--- src/rtl/fifo_rd_stream.sv ---
// Read-side stream stage for the async FIFO: first word appears 2 clks after the first pop and then 1 word/clk.
// Two-entry skid buffer with credit-gated popping, so a stalled consumer freezes out_data and nothing is lost.
module fifo_rd_stream #(
  parameter int DATASIZE = 8
) (
  input  logic                rclk,
  input  logic                rrst_n,
  input  logic                rempty,
  input  logic [DATASIZE-1:0] rdata,
  output logic                rinc,
  input  logic                flush,
  output logic                out_valid,
  input  logic                out_ready,
  output logic [DATASIZE-1:0] out_data,
  output logic [1:0]          out_level
);

  logic [DATASIZE-1:0] buf0;
  logic [DATASIZE-1:0] buf1;
  logic [1:0]          cnt;
  logic                infl;
  logic                pop;
  logic [2:0]          credit;

  assign pop    = (cnt != 2'd0) & out_ready;
  // pop only happens with cnt >= 1, so the subtraction never wraps
  assign credit = {1'b0, cnt} + {2'b00, infl} - {2'b00, pop};
  assign rinc   = rrst_n & ~flush & ~rempty & (credit < 3'd2);

  assign out_valid = (cnt != 2'd0);
  assign out_data  = buf0;
  assign out_level = cnt;

  always_ff @(posedge rclk) begin
    if (!rrst_n) begin
      buf0 <= '0;
      buf1 <= '0;
      cnt  <= 2'd0;
      infl <= 1'b0;
    end else if (flush) begin
      cnt  <= 2'd0;
      infl <= 1'b0;
    end else begin
      infl <= rinc;
      if (pop) begin
        if (infl) begin
          if (cnt == 2'd1) begin
            buf0 <= rdata;
          end else begin
            buf0 <= buf1;
            buf1 <= rdata;
          end
        end else begin
          buf0 <= buf1;
          cnt  <= cnt - 2'd1;
        end
      end else if (infl) begin
        if (cnt == 2'd0) begin
          buf0 <= rdata;
        end else begin
          buf1 <= rdata;
        end
        cnt <= cnt + 2'd1;
      end
    end
  end

  // The credit check must make an arrival into a full, non-draining buffer unreachable
  always @(posedge rclk) begin
    if (rrst_n && !flush) begin
      assert (!(infl && !pop && cnt == 2'd2));
    end
  end

endmodule

--- config.mk ---
export PLATFORM = sky130hd
export DESIGN_NAME = fifo_rd_stream
export DESIGN_NICKNAME = d
export VERILOG_FILES = /design/src/rtl/fifo_rd_stream.sv
export SDC_FILE = /design/constraint.sdc
export NUM_CORES = 1
export LEC_CHECK = 0
export BUFFER_PORTS_ARGS = -buffer_cell sky130_fd_sc_hd__buf_2
export CORE_ASPECT_RATIO = 1.5
export CORE_MARGIN = 1.5
export CORE_UTILIZATION = 25
export CTS_CLUSTER_DIAMETER = 120
export DETAILED_ROUTE_END_ITERATION = 16
export GPL_ROUTABILITY_DRIVEN = 1
export HOLD_SLACK_MARGIN = 0.02
export PLACE_DENSITY = 0.45
export SLEW_MARGIN = 30
export SYNTH_ARGS = -nofsm -noshare
export SYNTH_HDL_FRONTEND = slang
export SYNTH_SLANG_ARGS = --single-unit
--- constraint.sdc ---
create_clock -name rclk -period 3 [get_ports rclk]
set_input_delay 0.15 -clock rclk [delete_from_list [all_inputs] [get_ports rclk]]
set_output_delay 0.15 -clock rclk [all_outputs]
set_load 0.01 [all_outputs]
==> flow_summary_export.csv <==
group,metric,value,unit
status,status,"completed",
floorplan,ios,25,
grt,gr-usage-met2,20.1,%
setup_path,required,2.85,ns
job,maxCapViolCount,0,
sta,max_clock_freq,371,MHz
clock_tree,cts_buffer_depth,2,
sta,finalSetupViolCount,0,
routing,wire_per_inst,12.2,um
synth,synth_most_common_cell,"dfxtp_1",
worst_hold_path,min_path_cells,2,
grt,grt_use_met3,2.50,%
setup_path,crit_path_end_kind,"output pin",
synth,syn-cell-area,930,sq um
worst_hold_path,hp-class,"primary input to register",
synth,synthesis.nets,113,
grt,globalRouteMet1Util,13.3,%
synth,async_flop_share,0,%
clock_tree,cts_tree,"built",
power_and_ir_drop,power_frac_clock,36.3,%
sta,drv_slew,0,
finish,layout-drive-gt1-share,30.6,%
power_and_ir_drop,leakage,0.520,nW
clock_tree,cts_buffers,3,
synth,ys_ff_latch,19,
floorplan,die_h,77.7,um
synth,yosysSeqAreaShare,40.9,%
power_and_ir_drop,p_per_area,449,nW/um^2
clock_tree,ctsHtreeMaxLevel,1,
sta,relSlewSlack,69.9,%
routing,finalWirelength,2010,um
power_and_ir_drop,power_frac_seq,52.6,%
placed_design,placed_area,1070,sq um
routing,via_per_inst,4.58,
synth,synth_edf_count,0,
synth,avgSynthCellArea,9.58,sq um
routing,drtPass1Iterations,4,
setup_path,worst-endpoint-arrival,2.54,ns
floorplan,fp.dieW,52.8,um
routing,drc,0,
grt,grt-busiest-layer,"met2",
clock_tree,post_cts_buffers,0,
routing,vias,751,
setup_path,path_max_fanout,7,
worst_hold_path,min_to,"infl",
grt,antenna_found_initial,0,
synth,synth_cell_types,29,
sta,worst_pin_slew,0.451,ns
setup_path,r2r-start,"out_level[1]",
grt,grt_overflow_total,0,
sta,layout_min_cycle_time,2.69,ns
synth,synthTopCellsByCount,"dfxtp_1 (19), nand2_1 (18), mux2i_1 (8), nor2b_1 (8)",
sta,tns,0,ns
synth,synthCells,97,
setup_path,critPathKind,"register to output pin",
clock_tree,cts_hold_buffers,0,
sta,period_share,89.8,%
clock_tree,clkSinkCount,19,
power_and_ir_drop,switching_share,24.9,%
power_and_ir_drop,switching_power,125,uW
placed_design,placed_cells,160,
synth,synth_top_area_share,40.9,%
clock_tree,clk_latency,0.26,ns
finish,stdcell_area,1120,sq um
floorplan,core,3610,sq um
setup_path,reg2regPathDepth,8,
grt,grt_first_pass_wirelength,3530,um
grt,grt_max_degree,18,
synth,synth_flop_cell,"dfxtp_1",
placed_design,dp_hpwl,1460,um
power_and_ir_drop,intPower,378,uW
synth,yosysTopAreaCell,"dfxtp_1",
routing,drtIter0Drc,24,
finish,num_antenna_cells,0,
floorplan,num_rows,27,
finish,fin_cells,164,
worst_hold_path,hold_start,"rempty",
finish,syn_to_final_growth,20.3,%
placed_design,gp_congestion,0.647,
sta,hold_violations,0,
synth,yosys_warnings,0,
clock_tree,clockRootBuffer,"clkbuf_8",
finish,fillers,384,
grt,grtUsageTotal,11.6,%
sta,clock_skew,0.00183,ns
setup_path,cp-startpoint,"out_level[1]",
sta,rsz0062_at_grt,"no",
setup_path,timing.rr.end,"infl",
power_and_ir_drop,combinationalPowerShare,11.1,%
grt,first_global_vias,761,
floorplan,initial_core_util,25.7,%
clock_tree,post_cts_resized,0,
synth,synthTopCellsByArea,"dfxtp_1 (41%), mux2i_1 (8.6%), nand2_1 (7.3%)",
power_and_ir_drop,peakVddDrop,0.000208,V
finish,finalNetCount,138,
floorplan,die_area,4100,sq um
routing,postRouteAntennaNets,0,
clock_tree,cts.clk_slew.worst_paths,0.07,ns
placed_design,port_buffers,24,
setup_path,r2r_slack,0.78,ns
setup_path,start_kind,"register",
[how the worst max path moves through the flow]
| stage | end | slack (ns) | depth (start not counted) |
|---|---|---|---|
| 6_report | rinc | 0.31 | 9 |
| 2_1_floorplan | rinc | 0.54 | 9 |
| 3_5_place_dp | rinc | 0.58 | 9 |
| 5_1_grt | rinc | 0.05 | 9 |
| 3_3_place_gp | rinc | 0.67 | 9 |
| 4_1_cts | rinc | 0.27 | 9 |
[registers in the layout, summed over array words and instances, names as in the netlist]
signal / count
out_data: 8
out_level: 2
infl: 1
buf1: 8
[stage by stage]
stage | total power [mW] | setup slack, ns | util [%] | hold slack (ns)
after floorplan | 0.305 | 0.544 | - | 0.227
after global placement | 0.326 | 0.668 | 29.6 | 0.339
after detailed placement | 0.327 | 0.579 | 29.6 | 0.341
after CTS | 0.511 | 0.274 | 30.9 | 0.0658
after global routing | 0.527 | 0.0471 | 30.9 | 0.0762
final | 0.503 | 0.306 | 30.9 | 0.0688
[kinds of logic (layout without fill, tap and decap cells)]
kind of cell	count (synthesis)	in the layout	share of synthesized area, %
AOI/OAI and AO/OA	21	21	17.9
xor gates and xnor gates	2	2	1.88
adders and majority gates	3	3	4.84
buffers and inverters	7	31	4.84
DFF	19	19	40.9
muxes	8	8	8.61
and+or+nand+nor	37	37	21.0
[layout make-up]
class	count	area, sq um	area share, %
inverter	3	11.3	1.01
timing repair buffer	24	120	10.7
clock inverter	1	7.51	0.671
sequential	19	380	34.0
tap	43	53.8	4.81
multi-input combinational	71	504	45.1
clock buffer	3	41.3	3.69
[layer usage]
layer  share of wire (%)  up-vias
met4                 1.1        0
met5                   0        -
li1                    -      383
met1                  43      345
met2                  52       19
met3                 4.2        4
[power groups by stage]
stage,Sequential (mW),Combinational (mW),Clock [mW]
4_1_cts,0.265,0.0572,0.189
6_report,0.265,0.0559,0.182
2_1_floorplan,0.272,0.0333,0
3_3_place_gp,0.271,0.0559,0
5_1_grt,0.266,0.0639,0.197
3_5_place_dp,0.271,0.0567,0
[cell usage in the layout (no fill, tap or decap)]
| cell type | Yosys | layout |
|---|---|---|
| xor2_1 | 1 | 1 |
| nor4b_1 | 2 | 2 |
| mux2i_1 | 8 | 8 |
| a31oi_1 | 6 | 6 |
| nand2b_4 | 1 | 1 |
| a211oi_1 | 1 | 1 |
| buf_2 | 0 | 24 |
| nor3b_1 | 1 | 1 |
| clkbuf_8 | 0 | 3 |
| a31oi_2 | 2 | 2 |
| nor2b_1 | 8 | 8 |
| ha_1 | 2 | 2 |
| inv_1 | 3 | 3 |
| dfxtp_1 | 19 | 19 |
| a21o_2 | 1 | 1 |
| nand2_2 | 1 | 1 |
| o211ai_1 | 1 | 1 |
| nand2_1 | 18 | 18 |
| or3_1 | 1 | 1 |
| nand3_1 | 1 | 1 |
| nand2b_1 | 1 | 1 |
| xnor2_1 | 1 | 1 |
| a21oi_4 | 2 | 2 |
| o21ai_0 | 6 | 6 |
| fa_1 | 1 | 1 |
| nor2_1 | 2 | 2 |
| clkinvlp_4 | 0 | 1 |
| and2b_1 | 1 | 1 |
| o21ai_2 | 2 | 2 |
[worst max-delay path, cell delays in order, from the launching register on]
cell and delay, ns:
dfxtp_1 0.41, inv_1 0.10, ha_1 0.24, nand2b_4 0.20
xnor2_1 0.24, nand2_1 0.12, fa_1 0.38, xor2_1 0.16
nor4b_1 0.24, buf_2 0.18
No activity file was read; power rests on OpenSTA's default activity.
